`config.mk`:
```
export PLATFORM = sky130hd
export DESIGN_NAME = usr_sequencer
export DESIGN_NICKNAME = d
export VERILOG_FILES = /design/src/rtl/usr_sequencer_pkg.sv /design/src/rtl/usr_sequencer.sv
export SDC_FILE = /design/constraint.sdc
export NUM_CORES = 1
export LEC_CHECK = 0
export BUFFER_PORTS_ARGS = -buffer_cell sky130_fd_sc_hd__clkbuf_2
export CORE_ASPECT_RATIO = 0.75
export CORE_MARGIN = 5
export CORE_UTILIZATION = 45
export CTS_BUF_LIST = sky130_fd_sc_hd__clkbuf_2 sky130_fd_sc_hd__clkbuf_4 sky130_fd_sc_hd__clkbuf_8
export DETAILED_ROUTE_END_ITERATION = 7
export GPL_ROUTABILITY_DRIVEN = 0
export PLACE_DENSITY_LB_ADDON = 0.15
export SYNTH_ARGS = -nofsm -noshare
export SYNTH_HDL_FRONTEND = slang
export SYNTH_SLANG_ARGS = --single-unit
export TNS_END_PERCENT = 100
```
`constraint.sdc`:
```
create_clock -name clk -period 1.6 [get_ports clk]
set_clock_uncertainty 0.15 [all_clocks]
set_input_delay 0 -clock clk [delete_from_list [all_inputs] [get_ports clk]]
set_output_delay 0 -clock clk [all_outputs]
set_load 0.01 [all_outputs]
```
`src/rtl/usr_sequencer_pkg.sv`:
```
// rtl/usr_sequencer_pkg.sv - shared encodings for the universal shift register sequencer
//
// Holds the register mode encodings, the command op encodings and the
// sequencer FSM state type. Usable by the register itself and by benches.

package usr_sequencer_pkg;

    // Universal shift register mode inputs
    localparam logic [1:0] MODE_SHL  = 2'b00;
    localparam logic [1:0] MODE_SHR  = 2'b01;
    localparam logic [1:0] MODE_LOAD = 2'b10;
    localparam logic [1:0] MODE_HOLD = 2'b11;

    // Command op field
    localparam logic [1:0] OP_SHL  = 2'b00;
    localparam logic [1:0] OP_SHR  = 2'b01;
    localparam logic [1:0] OP_LOAD = 2'b10;
    localparam logic [1:0] OP_ROTL = 2'b11;

    // Sequencer FSM states
    typedef enum logic [1:0] {
        ST_IDLE  = 2'b00,
        ST_LOAD  = 2'b01,
        ST_SHIFT = 2'b10,
        ST_DONE  = 2'b11
    } state_e;

endpackage

```
`src/rtl/usr_sequencer.sv`:
```
// rtl/usr_sequencer.sv - command-driven controller for a universal shift register
//
// Accepts one command at a time (cmd_valid/cmd_ready) and drives the
// register's mode, serial input and parallel-load data for exactly as many
// cycles as the command needs, then pulses done for one cycle.
//
// Ports:
//   clk, reset            rising-edge clock, synchronous active-high reset
//   cmd_valid/cmd_ready   command handshake (cmd_ready combinational)
//   cmd_op                00 SHL, 01 SHR, 10 LOAD, 11 ROTL
//   cmd_count             shift cycles for SHL/SHR/ROTL (0 = none)
//   cmd_fill              serial fill bit for SHL/SHR
//   cmd_data              parallel value for LOAD
//   abort                 cut the active LOAD/SHIFT short
//   sr_q                  register contents, feedback for ROTL
//   mode, sin, par_out    register control outputs
//   busy                  operation in progress (LOAD, SHIFT, DONE)
//   done, done_aborted    one-cycle completion pulse and its abort qualifier

module usr_sequencer
    import usr_sequencer_pkg::*;
#(
    parameter int WIDTH = 4,
    parameter int CNT_W = 3
) (
    input  logic             clk,
    input  logic             reset,
    input  logic             cmd_valid,
    output logic             cmd_ready,
    input  logic [1:0]       cmd_op,
    input  logic [CNT_W-1:0] cmd_count,
    input  logic             cmd_fill,
    input  logic [WIDTH-1:0] cmd_data,
    input  logic             abort,
    input  logic [WIDTH-1:0] sr_q,
    output logic [1:0]       mode,
    output logic             sin,
    output logic [WIDTH-1:0] par_out,
    output logic             busy,
    output logic             done,
    output logic             done_aborted
);

    state_e             state_q, state_d;
    logic [CNT_W-1:0]   remaining_q, remaining_d;
    logic [1:0]         op_q, op_d;
    logic               fill_q, fill_d;
    logic [1:0]         mode_q, mode_d;
    logic               sin_q, sin_d;
    logic               rotl_q, rotl_d;
    logic [WIDTH-1:0]   par_q, par_d;
    logic               busy_q, busy_d;
    logic               done_q, done_d;
    logic               aborted_q, aborted_d;

    always_comb begin
        state_d     = state_q;
        remaining_d = remaining_q;
        op_d        = op_q;
        fill_d      = fill_q;
        mode_d      = MODE_HOLD;
        sin_d       = 1'b0;
        rotl_d      = 1'b0;
        par_d       = par_q;
        done_d      = 1'b0;
        aborted_d   = 1'b0;

        case (state_q)
            ST_IDLE: begin
                if (cmd_valid) begin
                    op_d   = cmd_op;
                    fill_d = cmd_fill;
                    if (cmd_op == OP_LOAD) begin
                        state_d = ST_LOAD;
                        mode_d  = MODE_LOAD;
                        par_d   = cmd_data;
                    end else if (cmd_count == '0) begin
                        // Zero-length shift: report completion without touching the register
                        state_d     = ST_DONE;
                        done_d      = 1'b1;
                        remaining_d = '0;
                    end else begin
                        state_d     = ST_SHIFT;
                        remaining_d = cmd_count;
                        mode_d      = (cmd_op == OP_SHR) ? MODE_SHR : MODE_SHL;
                        sin_d       = (cmd_op == OP_ROTL) ? 1'b0 : cmd_fill;
                        rotl_d      = (cmd_op == OP_ROTL);
                    end
                end
            end

            ST_LOAD: begin
                // The load edge happens regardless of abort; abort here is never "early"
                state_d = ST_DONE;
                done_d  = 1'b1;
            end

            ST_SHIFT: begin
                remaining_d = remaining_q - CNT_W'(1);
                if (abort || remaining_q == CNT_W'(1)) begin
                    state_d     = ST_DONE;
                    done_d      = 1'b1;
                    remaining_d = '0;
                    aborted_d   = abort && (remaining_q > CNT_W'(1));
                end else begin
                    mode_d = (op_q == OP_SHR) ? MODE_SHR : MODE_SHL;
                    sin_d  = (op_q == OP_ROTL) ? 1'b0 : fill_q;
                    rotl_d = (op_q == OP_ROTL);
                end
            end

            ST_DONE: begin
                state_d = ST_IDLE;
            end

            default: begin
                state_d = ST_IDLE;
            end
        endcase

        busy_d = (state_d != ST_IDLE);
    end

    always_ff @(posedge clk) begin
        if (reset) begin
            state_q     <= ST_IDLE;
            remaining_q <= '0;
            op_q        <= OP_SHL;
            fill_q      <= 1'b0;
            mode_q      <= MODE_HOLD;
            sin_q       <= 1'b0;
            rotl_q      <= 1'b0;
            par_q       <= '0;
            busy_q      <= 1'b0;
            done_q      <= 1'b0;
            aborted_q   <= 1'b0;
        end else begin
            state_q     <= state_d;
            remaining_q <= remaining_d;
            op_q        <= op_d;
            fill_q      <= fill_d;
            mode_q      <= mode_d;
            sin_q       <= sin_d;
            rotl_q      <= rotl_d;
            par_q       <= par_d;
            busy_q      <= busy_d;
            done_q      <= done_d;
            aborted_q   <= aborted_d;
        end
    end

    assign cmd_ready    = (state_q == ST_IDLE) && !reset;
    assign mode         = mode_q;
    // During ROTL the fed-back MSB must track the register every cycle so a
    // multi-cycle rotate moves by one position per edge; the select is registered.
    assign sin          = rotl_q ? sr_q[WIDTH-1] : sin_q;
    assign par_out      = par_q;
    assign busy         = busy_q;
    assign done         = done_q;
    assign done_aborted = aborted_q;

endmodule
```
# After elaboration in Yosys (flattened, before gate mapping)
# Cells that the tools add are included.
[op_classes]
multipliers = 0
eq_ne = 11
muxes = 35
magnitude_cmp = 1
add_sub_neg = 1
n_div = 0
n_bitwise = 2
shifts = 0
n_reduce_logical = 12
[ops]
columns = ["op", "n"]
rows = [
  ["$mux 1", 18],
  ["$mux 2", 7],
  ["$mux 3", 4],
  ["$eq 2x2->1 const B", 5],
  ["$pmux 2 s4", 1],
  ["$eq 2x1->1 const B", 3],
  ["$pmux 3 s2", 1],
  ["$reduce_and 3->1", 2],
  ["$ne 2x2->1 const B", 2],
  ["$pmux 1 s2", 2],
  ["$pmux 2 s2", 1],
  ["$reduce_bool 2->1", 2],
  ["$eq 3x1->1 const B", 1],
  ["$gt 3x1->1 const B", 1],
  ["$logic_not 3->1", 1],
  ["$pmux 1 s3", 1],
  ["$reduce_or 3->1", 1],
  ["$sub 3x1->3 const B", 1],
  ["$logic_and 1x1->1", 2],
  ["$logic_not 2->1", 1],
  ["$not 1->1", 2],
  ["$reduce_and 2->1", 1],
  ["$logic_not 1->1", 1],
  ["$logic_or 1x1->1", 1],
]
[totals]
mem_bits_ro = 0
elab_cells = 73
latch_bits = 0
register_bits = 19
output_inout_bits = 11
ram_bits = 0
input_bits = 18
n_memories = 0

# Logic depth before layout (Yosys ltp)
# Gate-level depths: netlist of the first run.
[depth]
word_depth = 6
mapped_depth = 7
depth_no_buf = 6

# Worst setup path after synthesis of the first run
# Ideal clock, no wire load.
[synth_timing]
path_kind = "flip-flop to flip-flop"
from = "reg state_q[0]"
to = "reg busy_q (netlist: busy)"
path_buffers = 1
t_arrival_ns = 1.404
path_stages_with_launch = 7
setup_time_ns = 0.138
setup_slack_ns = -0.092
synth_period_minus_slack_ns = 1.692
cell_sequence = "dfxtp_1 inv_1 ha_1 buf_2 a211o_2 o21ai_0 o221ai_1"
[synth_between]
elab_chain_len = 3
elab_cells_between_ends = 8
[synth_rtl]
columns = ["element", "line", "source"]
rows = [
  ["start: declaration", "usr_sequencer.sv:44", "state_e state_q, state_d;"],
  ["start signal: assignment", "usr_sequencer.sv:138", "state_q <= state_d;"],
  ["$eq 2x2->1 (tied with other cells)", "usr_sequencer.sv:68", "case (state_q)"],
  ["$pmux 2 s4 *", "usr_sequencer.sv:68", ""],
  ["$reduce_bool 2->1 *", "usr_sequencer.sv:121", "busy_d = (state_d != ST_IDLE);"],
  ["end signal: assignment", "usr_sequencer.sv:146", "busy_q <= busy_d;"],
  ["end: declaration", "usr_sequencer.sv:52", "logic busy_q, busy_d;"],
]
# Mark *: on every way between the ends. The rest lies on a longest branch, timed or not.
# A chain may end at the register's enable or synchronous reset.

# Worst setup path after layout of the first run
# Ends and elaborated chain as after synthesis.

==> results.py, run 1 <==
metrics = {
    "setup_path": {
        "arrival_ns": 1.60,
        "crit_required_ns": 1.62,
        "critical_path.max_fanout": 4,
        "end_kind": "flip-flop",
        "crit_path_max_incr_delay_ns": 0.34,
        "reg2reg_from": "state_q[0]",
        "path_cells": "buf_4 > ha_1 > a211o_2 > o21ai_1 > o221ai_1",
        "startpoint": "state_q[0]",
        "critPathKind": "flip-flop to flip-flop",
        "slowest_stage": "dfxtp_1",
        "cp-start-kind": "flip-flop",
    },
    "layout": {
        "antenna_cells": 0,
        "n_fill_cell": 171,
        "fin_area_sq_um": 1400,
        "drive_gt1_share_pct": 39.7,
        "synthToLayoutAreaGrowth_pct": 46.6,
        "finalNetCount": 181,
        "utilization_pct": 69.6,
    },
    "yosys": {
        "synth_commonest_cells": "19 x dfxtp_1, 9 x inv_1, 8 x nand2_1, 8 x nand3_1, 6 x ha_1",
        "postSynthAreaPerCell_sq_um": 9.10,
        "syn_inst": 105,
        "netlist_area_sq_um": 956,
        "synth_edf_count": 0,
        "synth_top_family_by_area": "compound AO/OA/AOI/OAI gates",
        "synth_simple_gate_area_share_pct": 18.7,
        "post_synth_fa_ha_maj_area_fraction_pct": 7.85,
        "synth.distinct_cells": 36,
        "synth_nets": 129,
        "synth_mux_area_share_pct": 5.37,
        "synth-xor-area-share_pct": 0,
        "synth_area_leaders": "dfxtp_1 40%, ha_1 7.9%, mux2i_1 4.2%",
        "synth-seq-cells": 19,
        "yosysSeqAreaShare_pct": 39.8,
        "synth_warnings": 0,
        "yosysMostFrequentCell": "dfxtp_1",
        "yosys.area.top_type": "dfxtp_1",
        "synthFlopType": "dfxtp_1",
        "synth_top_area_share_pct": 39.8,
        "synthArstFlopShare_pct": 0,
        "synth_compound_gate_area_share_pct": 22.4,
    },
    "grt": {
        "grt_pass1_wl_microns": 3820,
        "first_global_vias": 850,
        "antenna_found_initial": 0,
        "grt-ovfl-total": 0,
        "grt_usage_pct": 15.0,
        "grt_max_degree": 17,
    },
    "placement": {
        "io_buffers": 25,
        "pre_cts_slack_ns": -0.0227,
        "hpwl_microns": 1710,
        "place_area_sq_um": 1180,
    },
    "timing": {
        "setup_slack_ns": 0.0210,
        "slew_headroom_pct": 82.8,
        "rsz0062_at_grt": "true",
        "tightest_slew_ns": 0.255,
        "fin_crit_sh_pct": 98.7,
        "fin_crit_ns": 1.58,
        "slew_violations": 0,
        "setup_viol": 0,
        "hold_violations": 0,
        "fin_tns_setup_ns": 0,
        "fmax_ghz": 0.633,
        "whs_ns": 0.0666,
    },
    "clocking": {
        "cts.sinks": 19,
        "clk-insertion-delay-late_ns": 0.29,
        "h-tree-depth": 1,
        "cts_tree": "done",
        "clockBufferDepth": 2,
        "cts-root-buf": "clkbuf_4",
        "clk_pin_slew_worst_paths_ns": 0.10,
        "cts_buffers": 3,
    },
    "status": {
        "status": "finished clean",
    },
    "pwr": {
        "swShare_pct": 37.3,
        "p_comb_share_pct": 55.1,
        "vdd_drop_max_v": 0.00104,
        "internal-power_w": 0.00131,
        "power.leakage_nw": 0.628,
        "switchingPower_w": 0.000779,
        "power.density_nw_per_um2": 1490,
        "clockPowerShare_pct": 12.3,
        "pwr-share-seq_pct": 32.6,
    },
    "route": {
        "route.met2.wl_microns": 1070,
        "top_layer": "met4",
        "drt_iter0_drc": 23,
        "viasPerCell": 5.20,
        "dr.pass1.iters": 5,
        "wl_met1_microns": 1090,
        "wl_met3_microns": 148,
        "antenna_left": 0,
        "vias": 936,
        "drt-total-wl_microns": 2320,
        "wl_per_cell_microns": 12.9,
        "drcViolationCount": 0,
    },
    "floorplanning": {
        "initial_core_util_pct": 47.5,
        "ios": 29,
        "fp-row-count": 14,
        "dieArea_sq_um": 3160,
        "coreArea_sq_um": 2010,
        "die_h_microns": 49.9,
        "die_w_microns": 63.2,
    },
    "worst_hold_path": {
        "hp-class": "primary input to flip-flop",
        "worstHoldStart": "cmd_count[2]",
    },
    "flow_run": {
        "maxCapViolCount": 0,
    },
}
[power by group through the flow]
stage	registers [W]	clock network (W)	logic [W]
6_report	0.000681	0.000256	0.00115
3_3_place_gp	0.000664	0	0.000980
2_1_floorplan	0.000690	0	0.000587
3_5_place_dp	0.000666	0	0.000997
4_1_cts	0.000670	0.000269	0.00109
5_1_grt	0.000701	0.000297	0.00126
[cell usage in the layout (no fill, tap or decap), types with 5 or more instances in the layout]
cell and n:
clkbuf_2 25, a21oi_1 5, nand2_1 8, dlygate4sd3_1 12
dfxtp_1 16, a211oi_1 5, nand3_1 7, nor3_1 5
inv_1 6, buf_4 14
[metal layers]
metal,GRT usage [%],up-vias
met5,0,-
met4,3.11,0
met3,6.36,2
met2,25.1,22
met1,18.0,435
li1,-,477
[cell families (layout without fill, tap and decap cells)]
family	Yosys count	count (layout)
and+or+nand+nor	35	35
buffers and inverters	14	65
AOI/OAI and AO/OA	26	26
DFF	19	19
adders and majority gates	6	6
muxes	5	5
[flip-flops by register name, indices dropped and copies added, names as in the netlist]
register      flops
state_q           2
mode              2
busy              1
sin_q             1
rotl_q            1
op_q              2
remaining_q       3
par_out           4
fill_q            1
done_aborted      1
done              1
[worst paths after layout]
path         cells past startpoint  slack (ns)              to
min reg2reg                      2        0.31          fill_q
max reg2reg                      5        0.02            busy
min                              3        0.07  remaining_q[2]
max                              5        0.02            busy
[worst max-delay path: cells and delay by family (launching register included)]
family          cells  cell delay, ns
compound gates      3            0.62
flops               1            0.34
fa+ha+maj           1            0.21
buf+inv             1            0.15
[cell type report]
type	count	area (sq um)	share of cell area [%]
clock buffer	4	30.0	2.14
inverter	10	37.5	2.68
multi-input combinational	72	569	40.6
sequential	19	384	27.4
tap	24	30.0	2.14
timing repair buffer	51	350	25.0
[metrics by stage]
step	power, W	cells
floorplan	0.00128	105
global placement	0.00164	162
detailed placement	0.00166	162
CTS	0.00203	178
global route	0.00226	180
finish	0.00209	180
[timing repair]
| action | CTS | global route |
|---|---|---|
| setup endpoints to repair | 5 | 5 |
| pin swaps | 0 | 1 |
| resized for setup | 8 | 6 |
| buffers inserted | 0 | 2 |
| hold endpoints to repair | 16 | 0 |
| hold buffers | 12 | 0 |
No activity file was read; power rests on OpenSTA's default activity.
==> inputs of run 2 (changes only) <==
--- a/config.mk
+++ b/config.mk
@@ -5,9 +5,11 @@
 export SDC_FILE = /design/constraint.sdc
 export NUM_CORES = 1
 export LEC_CHECK = 0
+export ABC_CLOCK_PERIOD_IN_PS = 1600
 export BUFFER_PORTS_ARGS = -buffer_cell sky130_fd_sc_hd__clkbuf_2
+export CAP_MARGIN = 0
 export CORE_ASPECT_RATIO = 0.75
-export CORE_MARGIN = 5
+export CORE_MARGIN = 2
 export CORE_UTILIZATION = 45
 export CTS_BUF_LIST = sky130_fd_sc_hd__clkbuf_2 sky130_fd_sc_hd__clkbuf_4 sky130_fd_sc_hd__clkbuf_8
 export DETAILED_ROUTE_END_ITERATION = 7
==> run 2 against run 1 <==
  * Via count grew 0.85%
  * Clock power grew 5%
  * Register-to-register slack is essentially flat
  * Power shrank 1.2%
  * Routed wire length shrank 0.65%
  * Non-clock buffer count shrank 2
  * Global-route usage grew 5.5 points
  * Core utilization shrank 0.62 points
  * Cell count shrank 1.1%
  * Sequential cell count is the same
==> results.py, run 2 (synthesis results as in run 1) <==
metrics = {
    "layout": {
        "largest_reg_flops": 4,
        "drive_gt1_share_pct": 39.0,
        "fin_area_sq_um": 1390,
        "synthToLayoutAreaGrowth_pct": 45.3,
        "multi_input_area_sq_um": 573,
        "layout_common_cells": "25 x clkbuf_2, 17 x dfxtp_1, 12 x dlygate4sd3_1, 12 x buf_4, 8 x nand2_1",
        "regArea_sq_um": 383,
        "final_common_cell": "clkbuf_2",
        "antenna_cells": 0,
        "finalNetCount": 179,
        "instances_no_fill": 178,
        "n_fill_cell": 164,
    },
    "grt": {
        "busiest_layer": "met2",
        "globalRouteMet1Util_pct": 25.8,
        "antenna_found_initial": 0,
        "grt_usage_pct": 20.6,
        "first_global_vias": 919,
        "grt-ovfl-total": 0,
        "use_met2_pct": 34.7,
        "grt_max_degree": 17,
        "grt_pass1_wl_microns": 3930,
        "met3_usage_pct": 5.37,
    },
    "clocking": {
        "cts.sinks": 19,
        "cts_tree": "done",
        "postCtsSetupRepairBufs": 0,
        "clk_pin_slew_worst_paths_ns": 0.11,
        "cts_buffers": 3,
        "cts-root-buf": "clkbuf_4",
        "clk-insertion-delay-late_ns": 0.30,
        "h-tree-depth": 1,
        "clockBufferDepth": 2,
    },
    "setup_path": {
        "reg2regPathDepth": 6,
        "critical_path.max_fanout": 3,
        "rr_endpoint": "mode[0]",
        "crit_required_ns": 1.66,
        "startpoint": "remaining_q[1]",
        "ff2ff_setup_slack_ns": 0.03,
        "end_kind": "flip-flop",
        "cp-endpoint": "mode[0]",
        "crit_path_max_incr_delay_ns": 0.34,
        "slowest_stage": "dfxtp_2",
        "critPathKind": "flip-flop to flip-flop",
        "arrival_ns": 1.63,
        "reg2reg_from": "remaining_q[1]",
        "cp-start-kind": "flip-flop",
        "path_cells": "inv_2 > ha_4 > nor2b_4 > o21a_1 > a311o_1 > a31o_1",
    },
    "route": {
        "viasPerCell": 5.30,
        "vias": 944,
        "drcViolationCount": 0,
        "drt-total-wl_microns": 2310,
        "wl_per_cell_microns": 13.0,
        "antenna_left": 0,
        "dr.pass1.iters": 4,
        "drt_iter0_drc": 31,
    },
    "placement": {
        "hpwl_microns": 1640,
        "place_area_sq_um": 1180,
        "dpl.cell_count": 162,
        "io_buffers": 25,
    },
    "floorplanning": {
        "dieArea_sq_um": 2510,
        "fp-row-count": 14,
        "coreArea_sq_um": 2010,
        "ios": 29,
        "die_w_microns": 57.2,
        "initial_core_util_pct": 47.5,
        "die_h_microns": 43.9,
    },
    "timing": {
        "rsz0062_at_grt": "true",
        "fin_crit_sh_pct": 98.2,
        "tightest_slew_ns": 0.249,
        "fmax_ghz": 0.637,
        "slew_violations": 0,
        "hold_violations": 0,
        "fin_crit_ns": 1.57,
        "slew_headroom_pct": 83.4,
        "setup_viol": 0,
    },
    "worst_hold_path": {
        "worstHoldStart": "cmd_count[2]",
        "hp-class": "primary input to flip-flop",
    },
    "pwr": {
        "vdd_drop_max_v": 0.00101,
        "power.density_nw_per_um2": 1490,
        "power.leakage_nw": 0.619,
    },
    "status": {
        "status": "finished clean",
    },
    "flow_run": {
        "maxCapViolCount": 0,
    },
}
[run 2: power breakdown]
part           internal (W)  switching, W
clock network      0.000114      0.000154
logic              0.000559      0.000554
registers          0.000601     0.0000810
total               0.00127      0.000789
[run 2: worst max-delay path, delay by kind of cell, from the launching register on]
family,cells,cell delay [ns]
AO/OA/AOI/OAI,3,0.68
adder cells (fa/ha/maj),1,0.14
buffers and inverters,1,0.04
AND/OR/NAND/NOR,1,0.13
flip-flops,1,0.34
[run 2: worst min path at each step]
stage	slack, ns	end	depth (start not counted)
after floorplan	-0.03	done_aborted	2
after global placement	0.08	par_out[1]	3
after detailed placement	0.09	par_out[1]	3
after CTS	0.05	remaining_q[2]	3
after global routing	0.08	remaining_q[2]	3
final	0.06	remaining_q[2]	3
[run 2: final cells by class]
cell class                      instances  area share [%]
Inverter                               10            2.70
Multi-Input combinational cell         72            41.3
Sequential cell                        19            27.6
Timing Repair Buffer                   49            24.1
Tap cell                               24            2.16
Clock buffer                            4            2.16
[run 2: what timing repair did]
action                     in CTS  in global routing
hold endpoints to repair       17                  0
pin swaps                       1                  1
setup endpoints to repair       4                 11
hold buffers                   12                  0
resized for setup               7                  7
cloned                          0                  0
[run 2: metal layers]
| layer | up-vias | part of all wire (%) |
|---|---|---|
| met5 | - | 0 |
| met4 | 0 | 1.4 |
| met3 | 4 | 5.4 |
| met2 | 27 | 46 |
| met1 | 437 | 48 |
| li1 | 476 | - |
[run 2: through the flow]
step,worst slack (ns),hold slack [ns],power [W],util [%],setup TNS [ns]
after global routing,-0.0366,0.0839,0.00222,68.9,-0.0807
after detailed placement,-0.0146,0.0883,0.00166,58.8,-0.0167
final,0.0295,0.0562,0.00206,68.9,0
after CTS,0.00187,0.0465,0.00203,67.8,0
after global placement,0.0150,0.0790,0.00164,58.8,0
after floorplan,0.00658,-0.0295,0.00128,-,0
==> inputs of run 3 (changes only) <==
--- a/config.mk
+++ b/config.mk
@@ -9,7 +9,6 @@
 export BUFFER_PORTS_ARGS = -buffer_cell sky130_fd_sc_hd__clkbuf_2
 export CAP_MARGIN = 0
 export CORE_ASPECT_RATIO = 0.75
-export CORE_MARGIN = 2
 export CORE_UTILIZATION = 45
 export CTS_BUF_LIST = sky130_fd_sc_hd__clkbuf_2 sky130_fd_sc_hd__clkbuf_4 sky130_fd_sc_hd__clkbuf_8
 export DETAILED_ROUTE_END_ITERATION = 7
==> run 3 against run 2 <==
  * Via count increased by 3.4%
  * Worst hold slack better by 0.065 ns
  * Cell count unchanged
  * Clock power decreased by 3%
  * Global-route usage is 0.40 points lower
  * Sequential share of layout area shrank 0.34 points
  * Clock-buffer cell count is 1 lower
  * Core utilization up 1.9 points
  * First-iteration DRC count down 19%
  * Die area decreased by 7.9%
  * Register-to-register slack worse by 0.03 ns
==> results.py, run 3 (synthesis results as in run 1) <==
metrics = {
    "route": {
        "wl_per_cell_microns": 13.3,
        "wl_met3_microns": 135,
        "drcViolationCount": 0,
        "antenna_left": 0,
        "viasPerCell": 5.48,
        "top_layer": "met4",
        "dr.pass1.iters": 4,
        "route.met2.wl_microns": 1060,
        "drt_iter0_drc": 25,
        "drt-total-wl_microns": 2360,
        "vias": 976,
        "wl_met1_microns": 1130,
    },
    "placement": {
        "dpl.cell_count": 161,
        "place_area_sq_um": 1180,
        "hpwl_microns": 1580,
        "io_buffers": 25,
        "pre_cts_slack_ns": -0.00588,
    },
    "timing": {
        "fin_crit_ns": 1.60,
        "slew_violations": 0,
        "setup_slack_ns": 0.000618,
        "hold_violations": 0,
        "fmax_ghz": 0.625,
        "rsz0062_at_grt": "true",
        "setup_viol": 0,
        "whs_ns": 0.121,
        "slew_headroom_pct": 78.5,
        "fin_tns_setup_ns": 0,
        "tightest_slew_ns": 0.319,
        "fin_crit_sh_pct": 100,
    },
    "layout": {
        "layout_common_cells": "25 x clkbuf_2, 17 x dfxtp_1, 12 x dlygate4sd3_1, 12 x buf_4, 8 x nand2_1",
        "largest_reg_flops": 4,
        "fin_area_sq_um": 1420,
        "finalNetCount": 179,
        "antenna_cells": 0,
        "synthToLayoutAreaGrowth_pct": 48.0,
        "instances_no_fill": 178,
        "final_common_cell": "clkbuf_2",
        "n_fill_cell": 146,
        "drive_gt1_share_pct": 39.0,
    },
    "setup_path": {
        "arrival_ns": 1.67,
        "crit_required_ns": 1.67,
        "reg2regPathDepth": 6,
        "critical_path.max_fanout": 3,
        "end_kind": "flip-flop",
        "cp-start-kind": "flip-flop",
        "critPathKind": "flip-flop to flip-flop",
    },
    "floorplanning": {
        "fp-row-count": 14,
        "die_w_microns": 55.2,
        "die_h_microns": 41.9,
        "coreArea_sq_um": 2000,
        "initial_core_util_pct": 47.9,
        "dieArea_sq_um": 2310,
        "ios": 29,
    },
    "status": {
        "status": "finished clean",
    },
    "grt": {
        "grt_usage_pct": 20.2,
        "grt_pass1_wl_microns": 3620,
        "grt_max_degree": 17,
        "grt-ovfl-total": 0,
        "first_global_vias": 852,
        "antenna_found_initial": 0,
    },
    "clocking": {
        "clk_pin_slew_worst_paths_ns": 0.12,
        "cts.sinks": 19,
        "cts-root-buf": "clkbuf_4",
        "clk-insertion-delay-late_ns": 0.31,
        "cts_tree": "done",
        "cts_buffers": 3,
        "h-tree-depth": 1,
        "clockBufferDepth": 2,
    },
    "pwr": {
        "swShare_pct": 39.9,
        "p_comb_share_pct": 55.2,
        "power.density_nw_per_um2": 1510,
        "internal-power_w": 0.00128,
        "power.leakage_nw": 0.622,
        "vdd_drop_max_v": 0.00115,
        "switchingPower_w": 0.000849,
        "pwr-share-seq_pct": 32.6,
        "clockPowerShare_pct": 12.1,
    },
    "worst_hold_path": {
        "hp-class": "primary input to flip-flop",
        "min_path_cells": 3,
    },
    "flow_run": {
        "maxCapViolCount": 0,
    },
}
## run 3: repair_timing
| action | CTS | global route |
|---|---|---|
| pin swaps | 1 | 3 |
| buffers inserted | 1 | 0 |
| resized for setup | 4 | 14 |
| hold buffers | 12 | 0 |
| setup endpoints to repair | 8 | 15 |
| endpoints found under the hold margin | 19 | 0 |
## run 3: area by class of cell
cell class              count  area, sq um  area share (%)
repair buffers             49          335            23.7
flip-flops and latches     19          385            27.2
inverters                  10         40.0            2.83
well taps                  24         30.0            2.12
clock inverters             1         5.00           0.354
multi-input cells          72          597            42.2
clock buffers               3         22.5            1.59
## run 3: through the flow
| stage | utilization [%] | total power [W] |
|---|---|---|
| 4_1_cts | 67.7 | 0.00199 |
| 2_1_floorplan | - | 0.00128 |
| 6_report | 70.9 | 0.00213 |
| 3_5_place_dp | 59.0 | 0.00164 |
| 5_1_grt | 70.9 | 0.00227 |
| 3_3_place_gp | 59.0 | 0.00163 |
## run 3: critical path: stages (launching register included)
cell and delay [ns]:
dfxtp_2 0.34, inv_2 0.04, ha_4 0.14, nor2b_4 0.13, o21a_1 0.21, a311o_1 0.33, a31o_1 0.18
## run 3: power by group through the flow
| stage | Sequential (W) | Clock, W | Combinational (W) |
|---|---|---|---|
| global placement | 0.000664 | 0 | 0.000967 |
| CTS | 0.000662 | 0.000261 | 0.00106 |
| global route | 0.000709 | 0.000287 | 0.00127 |
| detailed placement | 0.000667 | 0 | 0.000977 |
| floorplan | 0.000690 | 0 | 0.000587 |
| finish | 0.000695 | 0.000259 | 0.00118 |
## run 3: path summary, 6_finish.rpt
check            startpoint              to  slack [ns]
max          remaining_q[1]         mode[0]      0.0006
min            cmd_count[2]  remaining_q[2]        0.12
min reg2reg          fill_q          fill_q        0.32
max reg2reg  remaining_q[1]         mode[0]      0.0006
## run 3: metal layers
metal,global-route usage [%],up-vias
li1,-,479
met1,26.3,458
met2,32.8,32
met3,6.54,7
met4,4.50,0
met5,0,-
